--- src/rtl/bus_defs.sv ---
// Shared definitions for the bus cycle arbiter: bus widths, FSM state encoding,
// bus cycle kinds and the default EPROM window.
package bus_defs;

    localparam int ADDR_W = 16;
    localparam int DATA_W = 8;

    localparam logic [ADDR_W-1:0] EPROM_BASE_DEFAULT = 16'hF000;

    typedef enum logic [1:0] {
        IDLE   = 2'd0,
        SETUP  = 2'd1,
        STROBE = 2'd2,
        HOLD   = 2'd3
    } state_t;

    typedef enum logic [1:0] {
        MEM_RD = 2'd0,
        MEM_WR = 2'd1,
        IO_RD  = 2'd2,
        IO_WR  = 2'd3
    } cycle_kind_t;

    // What the strobe phase needs to know about the granted cycle.
    typedef struct packed {
        cycle_kind_t kind;
        logic        suppress;
    } cycle_t;

    function automatic cycle_kind_t kind_of(input logic io, input logic we);
        cycle_kind_t k;
        case ({io, we})
            2'b00:   k = MEM_RD;
            2'b01:   k = MEM_WR;
            2'b10:   k = IO_RD;
            default: k = IO_WR;
        endcase
        return k;
    endfunction

    function automatic int max3(input int a, input int b, input int c);
        int m;
        m = (a > b) ? a : b;
        return (m > c) ? m : c;
    endfunction

endpackage

--- src/rtl/bus_cycle_arbiter_if.sv ---
// Requester and system-bus signals of the bus cycle arbiter. The arbiter takes
// the slave view; requesters and the bus model take the master view.
interface bus_cycle_arbiter_if;
    import bus_defs::*;

    logic [1:0]        req;
    logic [1:0]        we;
    logic [1:0]        io;
    logic [ADDR_W-1:0] addr0;
    logic [ADDR_W-1:0] addr1;
    logic [DATA_W-1:0] wdata0;
    logic [DATA_W-1:0] wdata1;
    logic [1:0]        ack;
    logic [1:0]        err;
    logic [DATA_W-1:0] rdata;
    logic              busy;

    logic [ADDR_W-1:0] bus_addr;
    logic [DATA_W-1:0] d_out;
    logic              d_oe;
    logic [DATA_W-1:0] d_in;
    logic              mr_;
    logic              mw_;
    logic              ior_;
    logic              iow_;

    modport slave (
        input  req, we, io, addr0, addr1, wdata0, wdata1, d_in,
        output ack, err, rdata, busy,
        output bus_addr, d_out, d_oe, mr_, mw_, ior_, iow_
    );

    modport master (
        output req, we, io, addr0, addr1, wdata0, wdata1, d_in,
        input  ack, err, rdata, busy,
        input  bus_addr, d_out, d_oe, mr_, mw_, ior_, iow_
    );

endinterface

--- src/rtl/rr_arbiter2.sv ---
// Two-way round-robin arbiter. The pointer names the requester that wins a tie
// and moves to the loser of every grant.
module rr_arbiter2 (
    input  logic       clock,
    input  logic       reset,
    input  logic [1:0] req,
    input  logic       grant_en,
    output logic       winner
);

    logic ptr;

    always_comb begin
        // NOTE: a default assignment first means no path leaves winner unassigned, so no latch.
        winner = 1'b0;
        case (req)
            2'b10:   winner = 1'b1;
            2'b11:   winner = ptr;
            default: winner = 1'b0;
        endcase
    end

    always_ff @(posedge clock) begin
        if (reset) begin
            ptr <= 1'b0;
        end else if (grant_en && (|req)) begin
            ptr <= ~winner;
        end
    end

endmodule

--- src/rtl/bus_cycle_arbiter.sv ---
// Arbitrates two requesters onto the shared bus and runs one complete
// setup / strobe / hold cycle per grant, with per-region wait states.
module bus_cycle_arbiter
    import bus_defs::*;
#(
    parameter int                RAM_WAIT   = 1,
    parameter int                EPROM_WAIT = 3,
    parameter int                IO_WAIT    = 2,
    parameter logic [ADDR_W-1:0] EPROM_BASE = EPROM_BASE_DEFAULT
) (
    input logic                clock,
    input logic                reset,
    bus_cycle_arbiter_if.slave bus
);

    localparam int MAX_WAIT = max3(RAM_WAIT, EPROM_WAIT, IO_WAIT);
    localparam int CNT_W    = (MAX_WAIT < 1) ? 1 : $clog2(MAX_WAIT + 1);

    state_t           state;
    cycle_t           cyc;
    logic             win_q;
    logic [CNT_W-1:0] wait_cnt;

    logic              winner;
    logic              grant_en;
    logic [ADDR_W-1:0] sel_addr;
    logic [DATA_W-1:0] sel_wdata;
    cycle_kind_t       sel_kind;
    logic              sel_eprom;
    logic [CNT_W-1:0]  sel_wait;

    rr_arbiter2 u_arb (
        .clock    (clock),
        .reset    (reset),
        .req      (bus.req),
        .grant_en (grant_en),
        .winner   (winner)
    );

    assign grant_en = (state == IDLE);

    // Fields of whichever requester the arbiter is currently selecting.
    always_comb begin
        sel_addr  = winner ? bus.addr1  : bus.addr0;
        sel_wdata = winner ? bus.wdata1 : bus.wdata0;
        sel_kind  = kind_of(bus.io[winner], bus.we[winner]);
        sel_eprom = !bus.io[winner] && (sel_addr >= EPROM_BASE);
        if (bus.io[winner]) begin
            sel_wait = CNT_W'(IO_WAIT);
        end else if (sel_eprom) begin
            sel_wait = CNT_W'(EPROM_WAIT);
        end else begin
            sel_wait = CNT_W'(RAM_WAIT);
        end
    end

    // NOTE: non-blocking assignments so every register updates from pre-edge values.
    always_ff @(posedge clock) begin
        if (reset) begin
            state        <= IDLE;
            cyc          <= '0;
            win_q        <= 1'b0;
            wait_cnt     <= '0;
            bus.bus_addr <= '0;
            bus.d_out    <= '0;
            bus.d_oe     <= 1'b0;
            bus.rdata    <= '0;
            bus.ack      <= '0;
            bus.err      <= '0;
            bus.busy     <= 1'b0;
            bus.mr_      <= 1'b1;
            bus.mw_      <= 1'b1;
            bus.ior_     <= 1'b1;
            bus.iow_     <= 1'b1;
        end else begin
            // ack/err are single-cycle: only the STROBE->HOLD edge raises them.
            bus.ack <= '0;
            bus.err <= '0;
            case (state)
                IDLE: begin
                    if (|bus.req) begin
                        state        <= SETUP;
                        win_q        <= winner;
                        cyc          <= '{kind: sel_kind, suppress: sel_eprom && bus.we[winner]};
                        wait_cnt     <= sel_wait;
                        bus.bus_addr <= sel_addr;
                        bus.d_out    <= sel_wdata;
                        bus.d_oe     <= bus.we[winner];
                        bus.busy     <= 1'b1;
                    end
                end
                SETUP: begin
                    state <= STROBE;
                    case (cyc.kind)
                        MEM_RD:  bus.mr_  <= 1'b0;
                        MEM_WR:  bus.mw_  <= cyc.suppress;
                        IO_RD:   bus.ior_ <= 1'b0;
                        default: bus.iow_ <= 1'b0;
                    endcase
                end
                STROBE: begin
                    if (wait_cnt == '0) begin
                        state          <= HOLD;
                        bus.mr_        <= 1'b1;
                        bus.mw_        <= 1'b1;
                        bus.ior_       <= 1'b1;
                        bus.iow_       <= 1'b1;
                        bus.ack[win_q] <= 1'b1;
                        bus.err[win_q] <= cyc.suppress;
                        if (cyc.kind == MEM_RD || cyc.kind == IO_RD) begin
                            bus.rdata <= bus.d_in;
                        end
                    end else begin
                        wait_cnt <= wait_cnt - 1'b1;
                    end
                end
                default: begin
                    // HOLD: address and data stay on the bus for this last cycle.
                    state    <= IDLE;
                    bus.d_oe <= 1'b0;
                    bus.busy <= 1'b0;
                end
            endcase
        end
    end

endmodule

--- src/flat_wrapper.sv ---
// flat-port wrapper written by rule: the top's interface ports become plain ports
module bus_cycle_arbiter_flat import bus_defs::*;
#(
    parameter int                RAM_WAIT   = 1,
    parameter int                EPROM_WAIT = 3,
    parameter int                IO_WAIT    = 2,
    parameter logic [ADDR_W-1:0] EPROM_BASE = EPROM_BASE_DEFAULT
)
  (clock, reset, bus_req, bus_we, bus_io, bus_addr0, bus_addr1, bus_wdata0, bus_wdata1, bus_d_in, bus_ack, bus_err, bus_rdata, bus_busy, bus_bus_addr, bus_d_out, bus_d_oe, bus_mr_, bus_mw_, bus_ior_, bus_iow_);
  bus_cycle_arbiter_if bus_i ();
  input logic clock;
  input logic reset;
  input wire logic [$bits(bus_i.req)-1:0] bus_req;
  input wire logic [$bits(bus_i.we)-1:0] bus_we;
  input wire logic [$bits(bus_i.io)-1:0] bus_io;
  input wire logic [$bits(bus_i.addr0)-1:0] bus_addr0;
  input wire logic [$bits(bus_i.addr1)-1:0] bus_addr1;
  input wire logic [$bits(bus_i.wdata0)-1:0] bus_wdata0;
  input wire logic [$bits(bus_i.wdata1)-1:0] bus_wdata1;
  input wire logic [$bits(bus_i.d_in)-1:0] bus_d_in;
  output wire logic [$bits(bus_i.ack)-1:0] bus_ack;
  output wire logic [$bits(bus_i.err)-1:0] bus_err;
  output wire logic [$bits(bus_i.rdata)-1:0] bus_rdata;
  output wire logic [$bits(bus_i.busy)-1:0] bus_busy;
  output wire logic [$bits(bus_i.bus_addr)-1:0] bus_bus_addr;
  output wire logic [$bits(bus_i.d_out)-1:0] bus_d_out;
  output wire logic [$bits(bus_i.d_oe)-1:0] bus_d_oe;
  output wire logic [$bits(bus_i.mr_)-1:0] bus_mr_;
  output wire logic [$bits(bus_i.mw_)-1:0] bus_mw_;
  output wire logic [$bits(bus_i.ior_)-1:0] bus_ior_;
  output wire logic [$bits(bus_i.iow_)-1:0] bus_iow_;
  assign bus_i.req = bus_req;
  assign bus_i.we = bus_we;
  assign bus_i.io = bus_io;
  assign bus_i.addr0 = bus_addr0;
  assign bus_i.addr1 = bus_addr1;
  assign bus_i.wdata0 = bus_wdata0;
  assign bus_i.wdata1 = bus_wdata1;
  assign bus_i.d_in = bus_d_in;
  assign bus_ack = bus_i.ack;
  assign bus_err = bus_i.err;
  assign bus_rdata = bus_i.rdata;
  assign bus_busy = bus_i.busy;
  assign bus_bus_addr = bus_i.bus_addr;
  assign bus_d_out = bus_i.d_out;
  assign bus_d_oe = bus_i.d_oe;
  assign bus_mr_ = bus_i.mr_;
  assign bus_mw_ = bus_i.mw_;
  assign bus_ior_ = bus_i.ior_;
  assign bus_iow_ = bus_i.iow_;
  bus_cycle_arbiter #(.RAM_WAIT(RAM_WAIT), .EPROM_WAIT(EPROM_WAIT), .IO_WAIT(IO_WAIT), .EPROM_BASE(EPROM_BASE)) u_core (.clock(clock), .reset(reset), .bus(bus_i));
endmodule
--- config.mk ---
export PLATFORM = sky130hd
export DESIGN_NAME = bus_cycle_arbiter_flat
export DESIGN_NICKNAME = d
export VERILOG_FILES = /design/src/rtl/bus_defs.sv /design/src/rtl/bus_cycle_arbiter_if.sv /design/src/rtl/rr_arbiter2.sv /design/src/rtl/bus_cycle_arbiter.sv /design/src/flat_wrapper.sv
export SDC_FILE = /design/constraint.sdc
export NUM_CORES = 1
export LEC_CHECK = 0
export ABC_AREA = 1
export ABC_CLOCK_PERIOD_IN_PS = 2300
export BUFFER_PORTS_ARGS = -buffer_cell sky130_fd_sc_hd__buf_2
export CORE_ASPECT_RATIO = 2
export CORE_MARGIN = 3
export CORE_UTILIZATION = 49
export CTS_CLUSTER_SIZE = 14
export DETAILED_ROUTE_END_ITERATION = 12
export GPL_ROUTABILITY_DRIVEN = 1
export HOLD_SLACK_MARGIN = 0.08
export PLACE_DENSITY = 0.89
export SYNTH_ARGS = -nofsm -noshare
export SYNTH_HDL_FRONTEND = slang
export SYNTH_HIERARCHICAL = 1
export SYNTH_SLANG_ARGS = --single-unit
export TNS_END_PERCENT = 20
--- constraint.sdc ---
create_clock -name clock -period 2.3 [get_ports clock]
set_input_delay 0.115 -clock clock [delete_from_list [all_inputs] [get_ports clock]]
set_output_delay 0.115 -clock clock [all_outputs]
set_load 0.01 [all_outputs]
==> flow_summary.ini <==
[power]
vdd_drop_max_v = 0.000837
post_route_total_power_uw = 3730
cellPowerDensity_mw_per_mm2 = 1100
power.leakage_uw = 0.00172

[logic_synthesis]
postSynthAreaPerCell_um2 = 7.37
synth_enable_flop_cells = 0
synth-seq-cells = 51
postSynthNetCount = 372
synth.cell_area_mm2 = 0.00224
yosysWarningCount = 6
synth_top_cell_area_share = 0.456
synth.top_cells.by_area = sky130_fd_sc_hd__dfxtp_1, sky130_fd_sc_hd__nand2_1, sky130_fd_sc_hd__a31oi_1
synth_top_flop_cell = sky130_fd_sc_hd__dfxtp_1
synth_seq_area_share = 0.456
yosys.cell_types.count = 27
synthDominantAreaCellType = sky130_fd_sc_hd__dfxtp_1
synth-async-reset-ratio = 0
synth_cells = 304

[cts]
clock_sinks = 51
cts.path.max_buffers = 2
cts.root.buffer_cell = sky130_fd_sc_hd__clkbuf_8
cts_inserted_buffers = 5
tritoncts = yes
worst_setup_hold_path_clk_slew_ns = 0.10
clock_insertion_delay_worst_skew_ns = 0.31
ctsHtreeMaxLevel = 2

[job]
max-cap-violations = 0

[place]
dpl.hpwl_um = 4350
number_of_buffers_inserted_by_port_buffering = 105
numPlacedInstances = 452
routability_congestion_estimate = 0.811

[global_route]
globalRouteOverflowTotal = 0
vias_in_the_first_global_route = 2588
initial_antenna_violation_count = 0
globalRoute.busiestLayer = met2
global_route_wire_length_before_repair_um = 11700
grt_max_degree = 36
globalRouteMet1Util = 0.283
gr-usage-met3 = 0.0574
grt.met2_usage = 0.526
grtUsageTotal = 0.291

[layout]
layout.cells.most_common = sky130_fd_sc_hd__buf_2
diodes = 0
final_cell_count_no_fill = 509
area_growth_syn_to_layout_pct = 51.2
drive_above_1_share = 0.308
nets = 522
layout_common_cells = sky130_fd_sc_hd__buf_2, sky130_fd_sc_hd__nand2_1, sky130_fd_sc_hd__dfxtp_1

[worst_setup_path]
worstReg2RegEnd = u_core/bus.bus_addr[0]
reg2reg_setup_slack_ns = 0.21
crit_path_frequent_cell = sky130_fd_sc_hd__buf_12
critical_path_arrival_ns = 2.34
cp_slowest_stage_delay_ns = 0.60
crit_path_top_delay_cell = sky130_fd_sc_hd__dlygate4sd3_1
timing.critical_path.required_ns = 2.55
cp-start-kind = flop
setup.worst_path.end_class = flop
worst_r2r_path_depth = 9
worstSetupPathType = reg2reg
reg_to_reg_start = u_core/state[0]
worstPathMaxFanout = 19
critical_path.cell_chain = inv_1 > ha_1 > inv_2 > a21oi_4 > buf_12 > buf_12 > o21ai_1 > a31oi_1 > dlygate4sd3_1

[min_path]
hold_path.startpoint = bus_addr0[2]
timing.hold.worst_endpoint = u_core/bus.bus_addr[2]
hold_path.class = in2reg
worst_hold_path.num_cells = 3

[sta]
setup_tns_ns = 0
worst_slew_pin_slew_ns = 0.529
finalClockSkew_ns = 0.0126
rel_slew_slack = 0.647
period_minus_slack_ns = 2.09
final_hold_viols = 0
grt_setup_unrepaired = false
final-setup-viol-count = 0
drv_slew = 0
final_clock_period_utilization_by_the_worst_path = 0.908
max_freq_mhz = 479

[floorplan]
start_util = 0.511
fp.dieH_um = 102
die_area_mm2 = 0.00547
core_area_mm2 = 0.00438
die_x_um = 53.8
io-pin-count = 106
rows = 34

[drt]
antenna_violating_nets_left = 0
wl_um = 7630
dr.first_iter.drc_count = 109
detail_route.vias_per_cell = 5.24
drt_pass1_iterations = 5
avgRoutedWirePerCell_um = 15.0
drc_errors = 0
route.vias.total = 2668

[outcome]
status = complete, no violations
==> routing by layer <==
metal / part of all wire / vias up
li1: - / 1288
met1: 0.35 / 1195
met2: 0.54 / 155
met3: 0.073 / 30
met4: 0.043 / 0
met5: 0 / -
==> power breakdown <==
group          internal (µW)  switching [µW]
logic                    817            1010
registers               1190             175
clock network            246             303
==> synthesized netlist by cell type (4+ instances only) <==
master and count:
sky130_fd_sc_hd__o21ai_0 13, sky130_fd_sc_hd__clkbuf_1 4, sky130_fd_sc_hd__nor2_1 31, sky130_fd_sc_hd__inv_1 22
sky130_fd_sc_hd__buf_2 4, sky130_fd_sc_hd__dfxtp_1 51, sky130_fd_sc_hd__o21ai_1 22, sky130_fd_sc_hd__a21oi_1 11
sky130_fd_sc_hd__inv_2 8, sky130_fd_sc_hd__ha_1 4, sky130_fd_sc_hd__a31oi_1 20, sky130_fd_sc_hd__nor3_1 4
sky130_fd_sc_hd__nand2_1 87, sky130_fd_sc_hd__a211oi_2 4
==> layout make-up <==
type                       instances  area [µm²]
tap                               54        67.6
clock buffer                       6        82.6
fill                             272         995
sequential                        51        1020
inverter                          30         113
timing repair buffer             157        1060
multi-input combinational        209        1030
clock inverter                     2        16.3
==> cell families after synthesis <==
logic type,synth area share
AO/OA/AOI/OAI,0.209
adder cells (fa/ha/maj),0.0223
buffers and inverters,0.0877
flip-flops,0.456
AND/OR/NAND/NOR,0.225
==> worst max-delay path: cells and delay by family, from the launching register on <==
kind	cells	cell delay, ns
buf+inv	5	1.07
flops	1	0.33
compound gates	3	0.38
fa+ha+maj	1	0.24
==> flip-flops by register name (all words and copies together) (netlist names) <==
register,flops
u_core/bus.ack,2
u_core/bus.err,2
u_core/wait_cnt,2
u_core/cyc,3
u_core/bus.ior_,1
u_core/bus.busy,1
u_core/bus.bus_addr,16
u_core/bus.rdata,8
u_core/state,2
u_core/bus.d_out,8
u_core/bus.d_oe,1
u_core/bus.iow_,1
u_core/bus.mr_,1
u_core/bus.mw_,1
u_core/u_arb/ptr,1
u_core/win_q,1
==> worst max-delay path by stage <==
stage	cells past startpoint	slack (ns)	startpoint	endpoint
floorplan	8	1.0	u_core/state[0]	u_core/wait_cnt[0]
global placement	7	0.68	u_core/state[0]	u_core/bus.bus_addr[3]
detailed placement	7	0.55	u_core/state[0]	u_core/bus.d_out[5]
CTS	8	0.04	u_core/state[0]	u_core/bus.bus_addr[7]
global route	9	0.15	u_core/state[0]	u_core/bus.d_out[3]
finish	9	0.21	u_core/state[0]	u_core/bus.bus_addr[0]
==> timing repair <==
action / in CTS / in global routing
hold buffers: 43 / 0
setup buffers: 0 / 6
resized for setup: 0 / 0
setup endpoints to repair: 0 / 14
hold endpoints to repair: 27 / 0
==> through the flow <==
| stage | cell area (µm²) | setup slack [ns] | hold WS (ns) | util |
|---|---|---|---|---|
| after CTS | 3330 | 0.0386 | 0.0810 | 0.760 |
| after global placement | 2800 | 0.677 | 0.344 | 0.639 |
| after floorplan | 2240 | 0.998 | 0.177 | - |
| final | 3390 | 0.211 | 0.0828 | 0.773 |
| after detailed placement | 2800 | 0.549 | 0.351 | 0.639 |
| after global routing | 3390 | 0.154 | 0.0830 | 0.773 |
Note: power is estimated with default switching activity, not from simulation.
